==> src/rtl/sin_inverse_search_if.sv <==
// Handshake and ROM-port bundle for the quarter-wave sine inverse search.
// The slave side is the search engine; the master side drives samples,
// takes results and hosts the registered sine ROM.
interface sin_inverse_search_if #(
    parameter int PHASE_WIDTH = 8,
    parameter int AMP_WIDTH   = 8
);
    logic                   in_valid;
    logic                   in_ready;
    logic [AMP_WIDTH-1:0]   in_amp;
    logic [PHASE_WIDTH-1:0] lut_addr;
    logic [AMP_WIDTH-1:0]   lut_data;
    logic                   out_valid;
    logic                   out_ready;
    logic [PHASE_WIDTH-1:0] out_phase;

    modport master (
        output in_valid,
        output in_amp,
        output out_ready,
        output lut_data,
        input  in_ready,
        input  lut_addr,
        input  out_valid,
        input  out_phase
    );

    modport slave (
        input  in_valid,
        input  in_amp,
        input  out_ready,
        input  lut_data,
        output in_ready,
        output lut_addr,
        output out_valid,
        output out_phase
    );
endinterface

==> src/rtl/sin_inverse_search.sv <==
// Successive-approximation inverse of a monotone quarter-wave sine ROM.
// Each phase bit costs two cycles: PROBE lets the registered ROM sample the
// candidate address, CMP compares the returned word against the latched
// amplitude and keeps the bit when rom[candidate] <= amplitude. Because the
// ROM is non-decreasing with rom[0]=0, this yields the largest index whose
// word does not exceed the amplitude (plateaus resolve to their top index).
module sin_inverse_search #(
    parameter int PHASE_WIDTH = 8,
    parameter int AMP_WIDTH   = 8
) (
    input  logic                 clk,
    input  logic                 rst_n,
    sin_inverse_search_if.slave  bus
);

    typedef enum logic [1:0] {
        ST_IDLE  = 2'd0,
        ST_PROBE = 2'd1,
        ST_CMP   = 2'd2,
        ST_DONE  = 2'd3
    } state_t;

    // One-hot mask of the most significant phase bit, tried first.
    localparam logic [PHASE_WIDTH-1:0] MSB_MASK = PHASE_WIDTH'(1'b1) << (PHASE_WIDTH - 1);

    state_t                 state_r;
    logic [AMP_WIDTH-1:0]   amp_r;
    logic [PHASE_WIDTH-1:0] res_r;
    logic [PHASE_WIDTH-1:0] mask_r;
    logic [PHASE_WIDTH-1:0] lut_addr_r;
    logic [PHASE_WIDTH-1:0] out_phase_r;
    logic                   in_ready_r;
    logic                   out_valid_r;

    logic [PHASE_WIDTH-1:0] cand_s;
    logic [PHASE_WIDTH-1:0] res_next_s;
    logic [PHASE_WIDTH-1:0] addr_next_s;
    logic                   hit_s;

    // Unsigned full-width compare of a ROM word against the target amplitude.
    function automatic logic word_fits(input logic [AMP_WIDTH-1:0] word,
                                       input logic [AMP_WIDTH-1:0] amp);
        return (word <= amp);
    endfunction

    // Compare step: keep the candidate bit when the probed ROM word fits,
    // and form the next probe address from the updated result.
    always_comb begin
        cand_s = res_r | mask_r;
        hit_s  = word_fits(bus.lut_data, amp_r);
        if (hit_s) begin
            res_next_s = cand_s;
        end else begin
            res_next_s = res_r;
        end
        addr_next_s = res_next_s | (mask_r >> 1'b1);
    end

    // Search FSM with registered handshake outputs and ROM address.
    always_ff @(posedge clk) begin
        if (!rst_n) begin
            state_r     <= ST_IDLE;
            amp_r       <= '0;
            res_r       <= '0;
            mask_r      <= '0;
            lut_addr_r  <= '0;
            out_phase_r <= '0;
            in_ready_r  <= 1'b1;
            out_valid_r <= 1'b0;
        end else begin
            case (state_r)
                ST_IDLE: begin
                    if (bus.in_valid && in_ready_r) begin
                        amp_r      <= bus.in_amp;
                        res_r      <= '0;
                        mask_r     <= MSB_MASK;
                        lut_addr_r <= MSB_MASK;
                        in_ready_r <= 1'b0;
                        state_r    <= ST_PROBE;
                    end else begin
                        in_ready_r <= 1'b1;
                        state_r    <= ST_IDLE;
                    end
                end
                ST_PROBE: begin
                    // ROM samples lut_addr_r on this edge; data is ready for CMP.
                    state_r <= ST_CMP;
                end
                ST_CMP: begin
                    res_r <= res_next_s;
                    if (mask_r[0]) begin
                        out_phase_r <= res_next_s;
                        out_valid_r <= 1'b1;
                        state_r     <= ST_DONE;
                    end else begin
                        mask_r     <= mask_r >> 1'b1;
                        lut_addr_r <= addr_next_s;
                        state_r    <= ST_PROBE;
                    end
                end
                ST_DONE: begin
                    if (out_valid_r && bus.out_ready) begin
                        out_valid_r <= 1'b0;
                        in_ready_r  <= 1'b1;
                        state_r     <= ST_IDLE;
                    end else begin
                        state_r <= ST_DONE;
                    end
                end
                default: begin
                    out_valid_r <= 1'b0;
                    in_ready_r  <= 1'b1;
                    state_r     <= ST_IDLE;
                end
            endcase
        end
    end

    assign bus.in_ready  = in_ready_r;
    assign bus.out_valid = out_valid_r;
    assign bus.out_phase = out_phase_r;
    assign bus.lut_addr  = lut_addr_r;

endmodule

==> src/flat_wrapper.sv <==
// flat-port wrapper written by rule: the top's interface ports become plain ports
module sin_inverse_search_flat 
#(
    parameter int PHASE_WIDTH = 8,
    parameter int AMP_WIDTH   = 8
)
  (clk, rst_n, bus_in_valid, bus_in_amp, bus_out_ready, bus_lut_data, bus_in_ready, bus_lut_addr, bus_out_valid, bus_out_phase);
  sin_inverse_search_if #(.PHASE_WIDTH(PHASE_WIDTH), .AMP_WIDTH(AMP_WIDTH)) bus_i ();
  input  logic clk;
  input  logic rst_n;
  input wire logic [$bits(bus_i.in_valid)-1:0] bus_in_valid;
  input wire logic [$bits(bus_i.in_amp)-1:0] bus_in_amp;
  input wire logic [$bits(bus_i.out_ready)-1:0] bus_out_ready;
  input wire logic [$bits(bus_i.lut_data)-1:0] bus_lut_data;
  output wire logic [$bits(bus_i.in_ready)-1:0] bus_in_ready;
  output wire logic [$bits(bus_i.lut_addr)-1:0] bus_lut_addr;
  output wire logic [$bits(bus_i.out_valid)-1:0] bus_out_valid;
  output wire logic [$bits(bus_i.out_phase)-1:0] bus_out_phase;
  assign bus_i.in_valid = bus_in_valid;
  assign bus_i.in_amp = bus_in_amp;
  assign bus_i.out_ready = bus_out_ready;
  assign bus_i.lut_data = bus_lut_data;
  assign bus_in_ready = bus_i.in_ready;
  assign bus_lut_addr = bus_i.lut_addr;
  assign bus_out_valid = bus_i.out_valid;
  assign bus_out_phase = bus_i.out_phase;
  sin_inverse_search #(.PHASE_WIDTH(PHASE_WIDTH), .AMP_WIDTH(AMP_WIDTH)) u_core (.clk(clk), .rst_n(rst_n), .bus(bus_i));
endmodule
==> config.mk <==
export PLATFORM = sky130hd
export DESIGN_NAME = sin_inverse_search_flat
export DESIGN_NICKNAME = d
export VERILOG_FILES = /design/src/rtl/sin_inverse_search_if.sv /design/src/rtl/sin_inverse_search.sv /design/src/flat_wrapper.sv
export SDC_FILE = /design/constraint.sdc
export NUM_CORES = 1
export LEC_CHECK = 0
export CAP_MARGIN = 20
export CELL_PAD_IN_SITES_DETAIL_PLACEMENT = 2
export CELL_PAD_IN_SITES_GLOBAL_PLACEMENT = 2
export CORE_MARGIN = 2
export CORE_UTILIZATION = 34
export CTS_BUF_LIST = sky130_fd_sc_hd__clkbuf_8
export CTS_CLUSTER_DIAMETER = 200
export DETAILED_ROUTE_END_ITERATION = 8
export GPL_TIMING_DRIVEN = 0
export PLACE_DENSITY_LB_ADDON = 0.05
export SLEW_MARGIN = 20
export SYNTH_ARGS = -nofsm -noshare
export SYNTH_HDL_FRONTEND = slang
export SYNTH_SLANG_ARGS = --single-unit
==> constraint.sdc <==
create_clock -name clk -period 2.9 [get_ports clk]
set_clock_uncertainty 0.05 [all_clocks]
set_input_delay 0.435 -clock clk [delete_from_list [all_inputs] [get_ports clk]]
set_output_delay 0.435 -clock clk [all_outputs]
set_load 0.03 [all_outputs]
==> flow_summary.json <==
{
  "seq_area_frac_synth_pct": 44.2,
  "fin_crit_ps": 2120,
  "worstMarginPinSlew_ps": 531,
  "grt_max_degree": 15,
  "port_buffers": 36,
  "die_y_um": 80.5,
  "fp.dieW_um": 80.5,
  "arrival_ps": 2290,
  "wirelength_um": 6170,
  "clk_pin_slew_ps": 80,
  "drv_slew": 0,
  "p_per_area_nw_per_um2": 531,
  "dieArea_um2": 6480,
  "cts_setup_buffers": 0,
  "gp_congestion": 0.727,
  "diodes": 0,
  "start_util_pct": 35.7,
  "synthTopCellsByArea": "dfxtp_1 44%, ha_1 5.0%, a21oi_1 4.8%, nand3_1 4.3%, nand2_1 4.0%",
  "syn-instance-count": 226,
  "synth_edf_count": 0,
  "relSlewSlack_pct": 64.6,
  "hold_ws_ps": 416,
  "rows": 27,
  "synth.yosys.warnings": 0,
  "max_freq_mhz": 472,
  "syn_to_final_growth_pct": 28.7,
  "worstSetupPathType": "in2reg",
  "wl_per_cell_um": 18.0,
  "regArea_um2": 881,
  "grtUsageMet2_pct": 37.2,
  "period_share_pct": 73.1,
  "multiInputGateArea_um2": 963,
  "detail-route-antenna-nets": 0,
  "antenna_found_initial": 0,
  "drt_iter0_drc": 60,
  "tns_ps": 0,
  "core_area_um2": 5570,
  "ys_seq_elements": 44,
  "dp_hpwl_um": 4310,
  "status": "finished clean",
  "yosysUniqueCellTypes": 41,
  "finalHoldViolations": 0,
  "finalSetupViolCount": 0,
  "nets": 297,
  "grtUsageMet1_pct": 27.7,
  "grt_pass1_wl_um": 10400,
  "leakage_nw": 0.890,
  "htree_levels": 2,
  "dr.pass1.iters": 4,
  "irDropWorstVdd_v": 0.000200,
  "syn_nets": 254,
  "clkSinkCount": 44,
  "critPathLaunchType": "input pin",
  "grt_pass1_vias": 2027,
  "cp-end-kind": "register",
  "nFillCells": 643,
  "busiest_layer": "met2",
  "syn_area_um2": 1990,
  "synthFlopType": "dfxtp_1",
  "clockRootBuffer": "clkbuf_8",
  "cp_max_fo": 9,
  "post_cts_resized": 0,
  "cts_tree": "done",
  "met3_usage_pct": 3.37,
  "route.detailed.drc": 0,
  "via_per_inst": 5.34,
  "hp-class": "reg2reg",
  "grt_usage_pct": 21.2,
  "drive_gt1_share_pct": 12.2,
  "cap_violations": 0,
  "num_io_pins": 38,
  "required_ps": 3070,
  "grt_setup_unrepaired": "no",
  "synth_top_cell_area_share_pct": 44.2,
  "clockBufferDepth": 2,
  "clkLatencyLatePin_ps": 300,
  "async_reset_ff_share_pct": 0,
  "route.vias.total": 1826,
  "yosysTopAreaCell": "dfxtp_1",
  "avgSynthCellArea_um2": 8.81,
  "holdBufCountCts": 0,
  "cts_inserted_buffers": 5,
  "grt_overflow": 0
}
## state kept, by name, summed over array words and instances (netlist names)
register              cells
u_core.amp_r              8
u_core.bus.in_ready       1
u_core.bus.lut_addr       8
u_core.bus.out_phase      8
u_core.bus.out_valid      1
u_core.mask_r             8
u_core.res_r              8
u_core.state_r            2
## report_power, final
group          internal [mW]  switching [mW]  leakage (nW)
registers              0.624          0.0167         0.357
clock network          0.282           0.219        0.0614
logic                 0.0863           0.132         0.472
## path summary, 6_finish.rpt
check                           cells past startpoint  slack [ps]         endpoint            start
worst max-delay path                                8         780  u_core.res_r[0]  bus_lut_data[3]
worst min-delay path                                2         420  u_core.amp_r[6]  u_core.amp_r[6]
worst max register to register                      8         960  u_core.res_r[0]  u_core.amp_r[3]
worst min register to register                      2         420  u_core.amp_r[6]  u_core.amp_r[6]
## per-stage QoR
stage	std cells	power (mW)	area [um^2]	util [%]	worst slack, ps
final	342	1.36	2560	46.0	780
after global routing	342	1.42	2560	46.0	637
after CTS	342	1.38	2560	46.0	766
after detailed placement	334	0.874	2440	43.8	521
after global placement	334	0.867	2440	43.8	609
after floorplan	226	0.781	1990	-	1150
## cell type report
cell class                 count  area share [%]
multi-input combinational    153            37.6
clock inverter                 2            1.51
sequential                    44            34.4
clock buffer                   6            3.22
inverter                      15            2.20
timing repair buffer          36            14.1
buffer                        14            3.52
tap                           72            3.52
## cells in the final DEF, fill, tap and decap left out, drive strengths merged
cell type / Yosys / layout
nand2b: 2 / 2
a22oi: 7 / 7
clkdlybuf4s50: 0 / 36
a31oi: 13 / 13
buf: 10 / 10
and4bb: 1 / 1
dfxtp: 44 / 44
o32ai: 6 / 6
clkbuf: 4 / 10
ha: 8 / 8
o31ai: 2 / 2
a211oi: 1 / 1
clkinv: 1 / 2
and2: 7 / 7
nor2b: 2 / 2
bufinv: 0 / 1
nand4: 2 / 2
inv: 14 / 14
nand2: 22 / 22
a211o: 1 / 1
nor2: 20 / 20
o211ai: 1 / 1
nand4bb: 1 / 1
o21ai: 19 / 19
nand3: 17 / 17
a21oi: 21 / 21
## per-layer routing
metal	vias to the layer above	routed length, um
met2	32	2980
li1	884	-
met4	0	40
met3	4	151
met5	-	0
met1	906	3000
## critical path, cell delays in order
cell	delay [ps]
clkdlybuf4s50_1	420
ha_1	330
nand4_1	200
nor2_1	200
a211o_1	130
buf_4	200
nand2_4	130
o31ai_2	230
## cell usage after synthesis, types with 2 or more instances
master     n
nand2_1   21
clkbuf_1   3
ha_1       8
and2_1     6
a21oi_2    2
nor2_1    18
a22oi_1    7
a21oi_1   19
o21ai_0    2
a31oi_1   11
buf_2      6
buf_4      2
nand3_1   17
o21ai_1   15
o32ai_1    5
inv_1     14
nor2_4     2
dfxtp_1   44
nand2b_1   2
## kinds of logic after synthesis
family / synth area share, %
AND/OR/NAND/NOR: 19.2
AO/OA/AOI/OAI: 24.2
flip-flops: 44.2
buffers and inverters: 7.35
adder cells (fa/ha/maj): 5.03
Power figures use the tool's default switching activity.
